## src/rtl/alu_pkg.sv

```systemverilog
// Shared definitions for the ALU issue/capture stage: opcodes, flag bit positions
// and the issue FSM state encoding.
package alu_pkg;

    localparam logic [2:0] OP_ADD = 3'd0;
    localparam logic [2:0] OP_SUB = 3'd1;
    localparam logic [2:0] OP_INC = 3'd2;
    localparam logic [2:0] OP_DEC = 3'd3;
    localparam logic [2:0] OP_AND = 3'd4;
    localparam logic [2:0] OP_OR  = 3'd5;
    localparam logic [2:0] OP_XOR = 3'd6;
    localparam logic [2:0] OP_NOT = 3'd7;

    localparam int FLG_C = 3;
    localparam int FLG_Z = 2;
    localparam int FLG_V = 1;
    localparam int FLG_N = 0;

    typedef enum logic [1:0] {
        ST_IDLE = 2'd0,
        ST_EXEC = 2'd1,
        ST_HOLD = 2'd2
    } state_e;

endpackage

```

## src/rtl/alu_operations.sv

```systemverilog
// Combinational 8-bit ALU core. Carry and overflow are produced by ADD only;
// every other opcode reports them as 0.
module alu_operations
    import alu_pkg::*;
(
    input  logic [2:0] op,
    input  logic [7:0] a,
    input  logic [7:0] b,
    output logic [7:0] result,
    output logic [3:0] flags
);

    // Two's-complement overflow: equal operand signs, result sign differs.
    function automatic logic add_ovf(input logic signed [7:0] x,
                                     input logic signed [7:0] y,
                                     input logic signed [7:0] s);
        return (x[7] == y[7]) && (s[7] != x[7]);
    endfunction

    logic [8:0] sum9;
    logic       carry;
    logic       ovf;

    always_comb begin
        sum9   = {1'b0, a} + {1'b0, b};
        carry  = 1'b0;
        ovf    = 1'b0;
        result = '0;
        case (op)
            OP_ADD: begin
                {carry, result} = sum9;
                ovf = add_ovf(a, b, sum9[7:0]);
            end
            OP_SUB:  result = a - b;
            OP_INC:  result = a + 8'd1;
            OP_DEC:  result = a - 8'd1;
            OP_AND:  result = a & b;
            OP_OR:   result = a | b;
            OP_XOR:  result = a ^ b;
            default: result = ~a;
        endcase
        flags        = '0;
        flags[FLG_C] = carry;
        flags[FLG_Z] = (result == 8'd0);
        flags[FLG_V] = ovf;
        flags[FLG_N] = result[7];
    end

endmodule

```

## src/rtl/alu_issue_ctrl.sv

```systemverilog
// Issue/capture stage around alu_operations: valid/ready command intake, one-cycle
// execute, held result with flags, accumulator, sticky flags and op counter.
module alu_issue_ctrl
    import alu_pkg::*;
#(
    parameter int         CNT_W    = 16,
    parameter logic [7:0] ACC_INIT = 8'h00
) (
    input  logic             clk,
    input  logic             rst_n,
    input  logic             cmd_valid,
    output logic             cmd_ready,
    input  logic [2:0]       cmd_opcode,
    input  logic [7:0]       cmd_a,
    input  logic [7:0]       cmd_b,
    input  logic             cmd_use_acc,
    output logic             out_valid,
    input  logic             out_ready,
    output logic [7:0]       out_result,
    output logic [3:0]       out_flags,
    output logic [1:0]       sticky_flags,
    input  logic             flags_clr,
    output logic [CNT_W-1:0] op_count
);

    state_e           state_q, state_d;
    logic [2:0]       op_q, op_d;
    logic [7:0]       a_q, a_d;
    logic [7:0]       b_q, b_d;
    logic [7:0]       res_q, res_d;
    logic [3:0]       flg_q, flg_d;
    logic [7:0]       acc_q, acc_d;
    logic [1:0]       sticky_q, sticky_d;
    logic [CNT_W-1:0] cnt_q, cnt_d;
    logic [7:0]       alu_res;
    logic [3:0]       alu_flg;
    logic             accept;
    logic             deliver;

    alu_operations u_alu (
        .op     (op_q),
        .a      (a_q),
        .b      (b_q),
        .result (alu_res),
        .flags  (alu_flg)
    );

    // In HOLD a new command may enter only on the cycle the held result leaves.
    assign cmd_ready = rst_n && ((state_q == ST_IDLE) || ((state_q == ST_HOLD) && out_ready));
    assign out_valid = (state_q == ST_HOLD);
    assign accept    = cmd_valid && cmd_ready;
    assign deliver   = out_valid && out_ready;

    always_comb begin
        state_d  = state_q;
        op_d     = op_q;
        a_d      = a_q;
        b_d      = b_q;
        res_d    = res_q;
        flg_d    = flg_q;
        acc_d    = acc_q;
        cnt_d    = cnt_q;
        sticky_d = flags_clr ? 2'b00 : sticky_q;

        if (accept) begin
            op_d = cmd_opcode;
            a_d  = cmd_use_acc ? acc_q : cmd_a;
            b_d  = cmd_b;
        end

        case (state_q)
            ST_IDLE: begin
                if (accept) state_d = ST_EXEC;
            end
            ST_EXEC: begin
                res_d    = alu_res;
                flg_d    = alu_flg;
                acc_d    = alu_res;
                // A coincident clear drops history but keeps this capture's events.
                sticky_d = sticky_d | {alu_flg[FLG_C], alu_flg[FLG_V]};
                state_d  = ST_HOLD;
            end
            ST_HOLD: begin
                if (deliver) begin
                    cnt_d   = cnt_q + CNT_W'(1);
                    state_d = accept ? ST_EXEC : ST_IDLE;
                end
            end
            default: state_d = ST_IDLE;
        endcase
    end

    always_ff @(posedge clk or negedge rst_n) begin
        if (!rst_n) begin
            state_q  <= ST_IDLE;
            op_q     <= '0;
            a_q      <= '0;
            b_q      <= '0;
            res_q    <= '0;
            flg_q    <= '0;
            acc_q    <= ACC_INIT;
            sticky_q <= '0;
            cnt_q    <= '0;
        end else begin
            state_q  <= state_d;
            op_q     <= op_d;
            a_q      <= a_d;
            b_q      <= b_d;
            res_q    <= res_d;
            flg_q    <= flg_d;
            acc_q    <= acc_d;
            sticky_q <= sticky_d;
            cnt_q    <= cnt_d;
        end
    end

    assign out_result   = res_q;
    assign out_flags    = flg_q;
    assign sticky_flags = sticky_q;
    assign op_count     = cnt_q;

endmodule

```

## config.mk

```make
export PLATFORM = sky130hd
export DESIGN_NAME = alu_issue_ctrl
export DESIGN_NICKNAME = d
export VERILOG_FILES = /design/src/rtl/alu_pkg.sv /design/src/rtl/alu_operations.sv /design/src/rtl/alu_issue_ctrl.sv
export SDC_FILE = /design/constraint.sdc
export NUM_CORES = 1
export LEC_CHECK = 0
export CORE_MARGIN = 2
export CORE_UTILIZATION = 50
export CTS_BUF_LIST = sky130_fd_sc_hd__clkbuf_16
export CTS_CLUSTER_SIZE = 12
export DETAILED_ROUTE_END_ITERATION = 7
export GPL_TIMING_DRIVEN = 0
export PLACE_DENSITY = 0.76
export SLEW_MARGIN = 20
export SYNTH_ARGS = -nofsm -noshare
export SYNTH_HDL_FRONTEND = slang
export SYNTH_SLANG_ARGS = --single-unit
```

## constraint.sdc

```tcl
create_clock -name clk -period 9.2 [get_ports clk]
set_clock_uncertainty 0.1 [all_clocks]
set_input_delay 1.84 -clock clk [delete_from_list [all_inputs] [get_ports clk]]
set_output_delay 1.84 -clock clk [all_outputs]
set_load 0.1 [all_outputs]
```

; ---- After elaboration in Yosys (flattened, before gate mapping)
; Cells that the tools add are included.
[word_totals]
output_inout_bits = 32
ff_bits = 51
in_bits = 25
elab_cells = 50
[classes]
addsub = 5
eq_ne = 12
n_mux = 10
bitwise_logic = 5
reduce_logical = 10
[op_table]
columns = cell, n
row1 = case mux 8 bit (7 select lines), 1
row2 = adder 16 x 1 -> 16 bit (second input constant), 1
row3 = adder 8 x 8 -> 9 bit, 1
row4 = == test 3 bit (second input constant), 3
row5 = adder 8 x 1 -> 8 bit (second input constant), 1
row6 = bitwise AND 8 bit, 1
row7 = zero test 8 bit, 1
row8 = two-way mux 2 bit, 4
row9 = two-way mux 8 bit, 1
row10 = inverter 8 bit, 1
row11 = bitwise OR 8 bit, 1
row12 = subtractor 8 x 1 -> 8 bit (second input constant), 1
row13 = subtractor 8 bit, 1
row14 = XOR 8 bit, 1
row15 = == test 3 x 2 -> 1 bit (second input constant), 2
row16 = case mux 2 bit (3 select lines), 1
row17 = logical AND 1 bit, 4
row18 = AND reduction 2 bit, 2
row19 = == test 3 x 1 -> 1 bit (second input constant), 1
row20 = zero test 3 bit, 1
row21 = two-way mux 1 bit, 3
row22 = == test 2 x 1 -> 1 bit (second input constant), 1
row23 = == test 2 bit (second input constant), 1
row24 = zero test 2 bit, 1
row25 = 6 further kinds, 6

; ---- Depth between registers and ports, before layout
; Gate-level depths: netlist of run 1.
[depth]
word_depth = 8
depth_mapped = 14
mapped_depth_nobuf = 12

; ---- By module
; A second synthesis of run 1 with hierarchy kept.
[hier_totals]
hier_cells = 374
hier_area_um2 = 3527.1
[modules_own_cells]
columns = module, area_per_inst_um2, seq_area_each_um2, instances, cells_per_inst
row1 = alu_issue_ctrl, 2144.6, 1276.2, 1, 173
row2 = alu_operations, 1382.6, 0.0, 1, 201

; ---- Least setup slack after synthesis of run 1
; Ideal clock, no wire load.
[synth_path]
kind = input -> output
from = in out_ready
to = out cmd_ready
path_buffers = 0
required_ns = 7.260
path_stages = 2
t_arrival_ns = 4.121
setup_slack_ns = 3.139
path_cell_list = nor2b_1 > nor3b_1
[synth_via]
elab_chain_cells = 3
[synth_lines]
columns = element, line
row1 = from (decl), alu_issue_ctrl.sv:18  ; input logic out_ready,
row2 = logical AND 1 bit, alu_issue_ctrl.sv:49  ; assign cmd_ready = rst_n && ((state_q == ST_IDLE) || ((state_q == ST_HOLD) && out_ready));
row3 = logical OR 1 bit, alu_issue_ctrl.sv:49
row4 = logical AND 1 bit, alu_issue_ctrl.sv:49
row5 = to (decl), alu_issue_ctrl.sv:12  ; output logic cmd_ready,
; No other way between the ends.

; ---- Final worst setup path of run 1
; Same ends and word-level chain as after synthesis.

==> flow_summary_export.csv, run 1 <==
group,metric,value,unit
outcome,status,"complete, no violations",
critical_path,crit_type,"input port to output pin",
job,cap_violations,0,
clock_network,cts_sinks,50,
detailed_routing,drc_errors,0,
cells_and_area,syn_to_final_growth,24.8,%
yosys,syn_inst,372,
floorplan,die_width,85.4,um
pwr,p_leak,1.87,nW
critical_path,crit_family,"buffers and inverters",
clock_network,clkLatencyLatePin,0.28,ns
placed_design,routabilityCongestion,0.901,
timing,setup_tns,0,ns
floorplan,core_area,6390,sq um
critical_path,max_stage_delay,1.20,ns
detailed_routing,viasPerCell,5.68,
timing,rsz0062_at_grt,"false",
critical_path,path_buf_inv,2,
floorplan,die_area,7300,sq um
placed_design,hpwl,6.38,mm
yosys,syn_area,3310,sq um
detailed_routing,vias,2906,
yosys,post_synth_num_cell_types,51,
cells_and_area,nNetsFinal,487,
cells_and_area,drive_gt1_frac,0.0690,
detailed_routing,finalWirelength,8.32,mm
yosys,syn_avg_cell_area,8.91,sq um
floorplan,die_h,85.4,um
critical_path,cpMostUsedCell,"clkdlybuf4s50_1",
timing,fmax,173,MHz
yosys,synth_edf_count,0,
clock_network,cts_buffers,5,
timing,fin_crit_sh,0.629,
clock_network,cts_htree_levels,2,
global_routing,grt_overflow,0,
floorplan,io_pins,57,
global_routing,grt.total_usage,0.236,
floorplan,placementRows,29,
clock_network,cts_root_buf,"clkbuf_16",
clock_network,hold_buffers,0,
clock_network,clkSlewWorstSetupHoldPaths,0.06,ns
yosys,ys_ff_latch,50,
critical_path,cpMaxStageDelayCell,"clkdlybuf4s50_1",
yosys,async_flop_share,1.00,
placed_design,portBuffers,55,
cells_and_area,final_cell_count_no_fill,512,
yosys,ys_seq_area_frac,0.378,
critical_path,startpoint_type,"input port",
yosys,ys_warn_count,0,
timing,worst_pin_slew,0.991,ns
critical_path,worst_ep_arrival_time,3.84,ns
timing,period_minus_slack,5.78,ns
critical_path,required,7.26,ns
critical_path,endpoint_kind,"output pin",
global_routing,grt_pass1_vias,2775,
detailed_routing,ant_nets,0,
global_routing,grt_pass1_wl,13.7,mm
clock_network,cts_tree,"done",
detailed_routing,drtPass1Iterations,5,
critical_path,timing.reg2reg.setup_slack,5.32,ns
detailed_routing,wire_per_inst,16.2,um
clock_network,cts_buffer_depth,2,
critical_path,crit_chain,"clkdlybuf4s50_1 > nor2b_1 > nor3b_1 > clkdlybuf4s50_1",
clock_network,post-cts-setup-buffer-count,0,
clock_network,post_cts_resized,0,
placed_design,post-place-cells,505,
timing,maxSlewViolCount,0,
timing,finalSetupViolCount,0,
cells_and_area,diodes,0,
yosys,synth_nets,424,
global_routing,antenna_found_initial,0,
critical_path,worstPathMaxFanout,3,
min_path,hold_class,"flip-flop to flip-flop",
pwr,vdd.ir_drop.worst,0.288,mV
pwr,powerDensity,312,nW/um^2
floorplan,initial_core_util,0.519,
timing,finalHoldViolations,0,
detailed_routing,drt_iter0_drc,179,
yosys,ys.flop_type,"dfrtp_1",
global_routing,grt_max_degree,30,
timing,slew_headroom,0.337,
registers in the layout (all words and copies together), names as in the netlist:
register and flops:
sticky_flags 2, op_q 3, acc_q 7, state_q 2
op_count 16, a_q 8, b_q 8, out_flags 4
worst min-delay path: cells and delay by family, from the launching register on:
kind,cells,cell delay [ns]
AO/OA/AOI/OAI,1,0.05
flip-flops,1,0.35
AND/OR/NAND/NOR,1,0.05
cell usage after synthesis (all sizes together) (2+ instances only):
cell type,instances,share of area
nand2,57,0.065
dfrtp,50,0.38
o21ai,42,0.063
inv,26,0.029
ha,25,0.094
a21oi,19,0.029
nor2,18,0.020
xnor2,17,0.045
mux2i,13,0.039
buf,12,0.024
xor2,7,0.018
a211oi,6,0.017
clkbuf,6,0.0068
o211ai,6,0.014
nand2b,5,0.0094
nand3,5,0.0075
nand4,5,0.0094
nor3,5,0.0075
o22ai,5,0.011
or3,5,0.011
a21o,4,0.0091
mux2,4,0.014
nor2b,4,0.0075
o41ai,3,0.0079
a22o,2,0.0053
and3,2,0.0038
fa,2,0.012
nor3b,2,0.0060
o21bai,2,0.0045
o31ai,2,0.0045
layout by cell type (no fill, tap or decap), types with 6 or more instances in the layout:
cell type / instances
mux2i_1: 13
clkdlybuf4s50_1: 54
o21ai_1: 21
nor2_1: 18
xnor2_1: 17
o21ai_0: 21
o211ai_1: 6
inv_1: 24
buf_2: 8
clkbuf_1: 6
xor2_1: 7
dfrtp_1: 50
a21oi_1: 19
ha_1: 25
nand2_1: 57
where the power goes:
group	switching [mW]	leakage (nW)	internal (mW)	total (mW)
clock network	0.0762	0.0773	0.126	0.202
registers	0.0576	0.647	0.270	0.327
logic	0.512	1.14	0.250	0.761
total	0.645	1.87	0.646	1.29
kinds of logic after synthesis:
| group | Yosys count | share of synthesized area |
|---|---|---|
| simple gates | 112 | 0.157 |
| compound gates | 98 | 0.182 |
| flops | 50 | 0.378 |
| buf+inv | 44 | 0.0604 |
| fa+ha+maj | 27 | 0.106 |
| xor+xnor | 24 | 0.0634 |
| mux | 17 | 0.0528 |
area by class of cell:
class                           instances  area (sq um)
Clock buffer                            5           125
Tap cell                               77          96.3
Inverter                               26          97.6
Timing Repair Buffer                   56           566
Multi-Input combinational cell        278          1860
Clock inverter                          2          33.8
Buffer                                 18           103
Fill cell                             503          2250
Sequential cell                        50          1250
routing by layer:
| metal | part of all wire | GRT usage | up-vias |
|---|---|---|---|
| li1 | - | - | 1414 |
| met5 | 0 | 0 | - |
| met3 | 0.066 | 0.0370 | 10 |
| met4 | 0.018 | 0.0750 | 0 |
| met1 | 0.46 | 0.336 | 1374 |
| met2 | 0.46 | 0.370 | 108 |
per-stage QoR:
stage          worst slack, ns  utilization  hold slack (ns)  total power, mW  cell area, sq um
3_5_place_dp              3.44        0.623            0.364             1.08              3980
3_3_place_gp              1.77        0.620            0.362             1.06              3960
4_1_cts                   3.42        0.648            0.378             1.29              4140
2_1_floorplan             3.14            -            0.405            0.895              3310
6_report                  3.42        0.648            0.383             1.29              4140
5_1_grt                   3.32        0.648            0.402             1.36              4140
worst paths after layout:
| check | startpoint | endpoint | cells past startpoint |
|---|---|---|---|
| hold reg to reg | out_flags[1] | out_flags[1] | 2 |
| max in group asynchronous | rst_n | b_q[3] | 2 |
| setup reg to reg | op_q[1] | out_flags[2] | 13 |
| setup / recovery | out_ready | cmd_ready | 4 |
| hold / removal | out_flags[1] | out_flags[1] | 2 |
| min in group asynchronous | rst_n | out_flags[3] | 1 |
Power figures use the tool's default switching activity.
==> run 2, diff against run 1 <==
CORE_UTILIZATION = 48   (was 50)
clock period = 5.1 ns   (was 9.2 ns; I/O delays follow)
==> run 2 against run 1 <==
Effect of this change: design area is 0.15% lower; core utilization decreased by 3.3 points; routed wire length increased by 0.65%; die area grew 4.0%; first-iteration DRC count up 10%.
==> flow_summary_export.csv, run 2 (synthesized netlist as in run 1, its figures left out) <==
group,metric,value,unit
pwr,p_int,1.17,mW
cells_and_area,final_common_cell,"nand2_1",
timing,finalSetupViolCount,0,
global_routing,antenna_found_initial,0,
detailed_routing,vias,2923,
floorplan,placementRows,30,
global_routing,grt_pass1_wl,13.8,mm
placed_design,hpwl,6.37,mm
detailed_routing,drtPass1Iterations,5,
timing,fmax,236,MHz
cells_and_area,n_fill_cell,570,
critical_path,worst_ep_arrival_time,3.13,ns
critical_path,crit_family,"buffers and inverters",
global_routing,grt.total_usage,0.231,
cells_and_area,largest_register_ffs,16,
pwr,clock_power_share,0.163,
cells_and_area,fin_area,4130,sq um
clock_network,cts_buffer_depth,2,
cells_and_area,diodes,0,
cells_and_area,final_cell_mix,"nand2_1 (57), clkdlybuf4s50_1 (54), dfrtp_1 (50)",
floorplan,initial_core_util,0.493,
timing,fin_crit_sh,0.832,
critical_path,timing.reg2reg.setup_slack,1.41,ns
clock_network,hold_buffers,0,
critical_path,path_buf_inv,2,
clock_network,post_cts_resized,0,
critical_path,reg2reg_from,"op_q[1]",
clock_network,clkSlewWorstSetupHoldPaths,0.07,ns
job,cap_violations,0,
detailed_routing,viasPerCell,5.68,
clock_network,cts_sinks,50,
cells_and_area,nNetsFinal,486,
pwr,seqPwrFrac,0.253,
cells_and_area,seqCellArea,1250,sq um
min_path,hold_class,"flip-flop to flip-flop",
floorplan,io_pins,57,
critical_path,endpoint_kind,"output pin",
global_routing,grt_overflow,0,
pwr,powerDensity,568,nW/um^2
pwr,p_switching,1.17,mW
outcome,status,"complete, no violations",
critical_path,reg2regPathDepth,14,
critical_path,critical_path.endpoint,"cmd_ready",
timing,maxSlewViolCount,0,
detailed_routing,finalWirelength,8.37,mm
clock_network,cts_buffers,5,
pwr,pwr-share-comb,0.584,
detailed_routing,drt_iter0_drc,197,
detailed_routing,wire_per_inst,16.3,um
floorplan,die_area,7590,sq um
pwr,switching_share,0.501,
floorplan,core_area,6720,sq um
cells_and_area,final_cell_count_no_fill,515,
cells_and_area,syn_to_final_growth,24.6,%
timing,finalHoldViolations,0,
pwr,p_leak,1.86,nW
cells_and_area,drive_gt1_frac,0.0690,
critical_path,cpMaxStageDelayCell,"clkdlybuf4s50_1",
critical_path,crit_chain,"buf_4 > nor3b_1 > clkdlybuf4s50_1",
critical_path,max_stage_delay,1.21,ns
critical_path,worstPathMaxFanout,51,
global_routing,grt_pass1_vias,2877,
detailed_routing,ant_nets,0,
critical_path,timing.rr.end,"out_flags[2]",
timing,worst_pin_slew,0.996,ns
placed_design,placed_area,3960,sq um
critical_path,startpoint,"rst_n",
placed_design,routabilityCongestion,0.968,
timing,rsz0062_at_grt,"false",
placed_design,portBuffers,55,
cells_and_area,multiInputGateArea,1860,sq um
critical_path,crit_type,"input port to output pin",
timing,slew_headroom,0.334,
critical_path,startpoint_type,"input port",
clock_network,cts_htree_levels,2,
pwr,vdd.ir_drop.worst,0.669,mV
critical_path,cp.depth,3,
critical_path,required,3.98,ns
clock_network,post-cts-setup-buffer-count,0,
detailed_routing,drc_errors,0,
floorplan,die_h,87.1,um
clock_network,clkLatencyLatePin,0.29,ns
clock_network,cts_tree,"done",
floorplan,die_width,87.1,um
placed_design,post-place-cells,507,
timing,period_minus_slack,4.25,ns
clock_network,cts_root_buf,"clkbuf_16",
global_routing,grt_max_degree,52,
run 2: per-stage QoR:
stage | TNS (ns) | setup slack (ns) | hold slack (ns) | power (mW) | util
final | 0 | 0.855 | 0.375 | 2.34 | 0.615
after global routing | 0 | 0.734 | 0.403 | 2.47 | 0.615
after CTS | 0 | 0.835 | 0.375 | 2.34 | 0.615
after detailed placement | 0 | 0.851 | 0.365 | 1.95 | 0.590
after global placement | -0.750 | -0.750 | 0.360 | 1.91 | 0.590
after floorplan | 0 | 0.342 | 0.405 | 1.61 | -
run 2: final cells by class:
| class | instances | area share |
|---|---|---|
| multi-input cells | 278 | 0.451 |
| inverters | 26 | 0.0236 |
| repair buffers | 55 | 0.133 |
| clock buffers | 5 | 0.0303 |
| plain buffers | 18 | 0.0248 |
| flip-flops and latches | 50 | 0.303 |
| well taps | 80 | 0.0242 |
| clock inverters | 3 | 0.0100 |
run 2: worst min path at each step:
| stage | from | to | slack (ns) | cells past startpoint |
|---|---|---|---|---|
| after floorplan | a_q[0] | a_q[0] | 0.41 | 2 |
| after global placement | op_count[15] | op_count[15] | 0.36 | 1 |
| after detailed placement | out_flags[3] | out_flags[3] | 0.37 | 1 |
| after CTS | op_count[15] | op_count[15] | 0.37 | 1 |
| after global routing | op_count[15] | op_count[15] | 0.40 | 1 |
| final | op_count[15] | op_count[15] | 0.38 | 1 |
run 2: power by group through the flow:
stage          Clock (mW)  Sequential, mW  Combinational (mW)
6_report            0.382           0.593                1.37
5_1_grt             0.397           0.606                1.47
4_1_cts             0.384           0.591                1.36
3_5_place_dp            0           0.597                1.35
3_3_place_gp            0           0.592                1.32
2_1_floorplan           0           0.943               0.671
run 2: metal layers:
metal,track usage,up-vias,share of wire
met1,0.291,1427,0.44
met5,0,-,0
met2,0.411,80,0.50
li1,-,1406,-
met4,0.0517,0,0.011
met3,0.0464,10,0.047
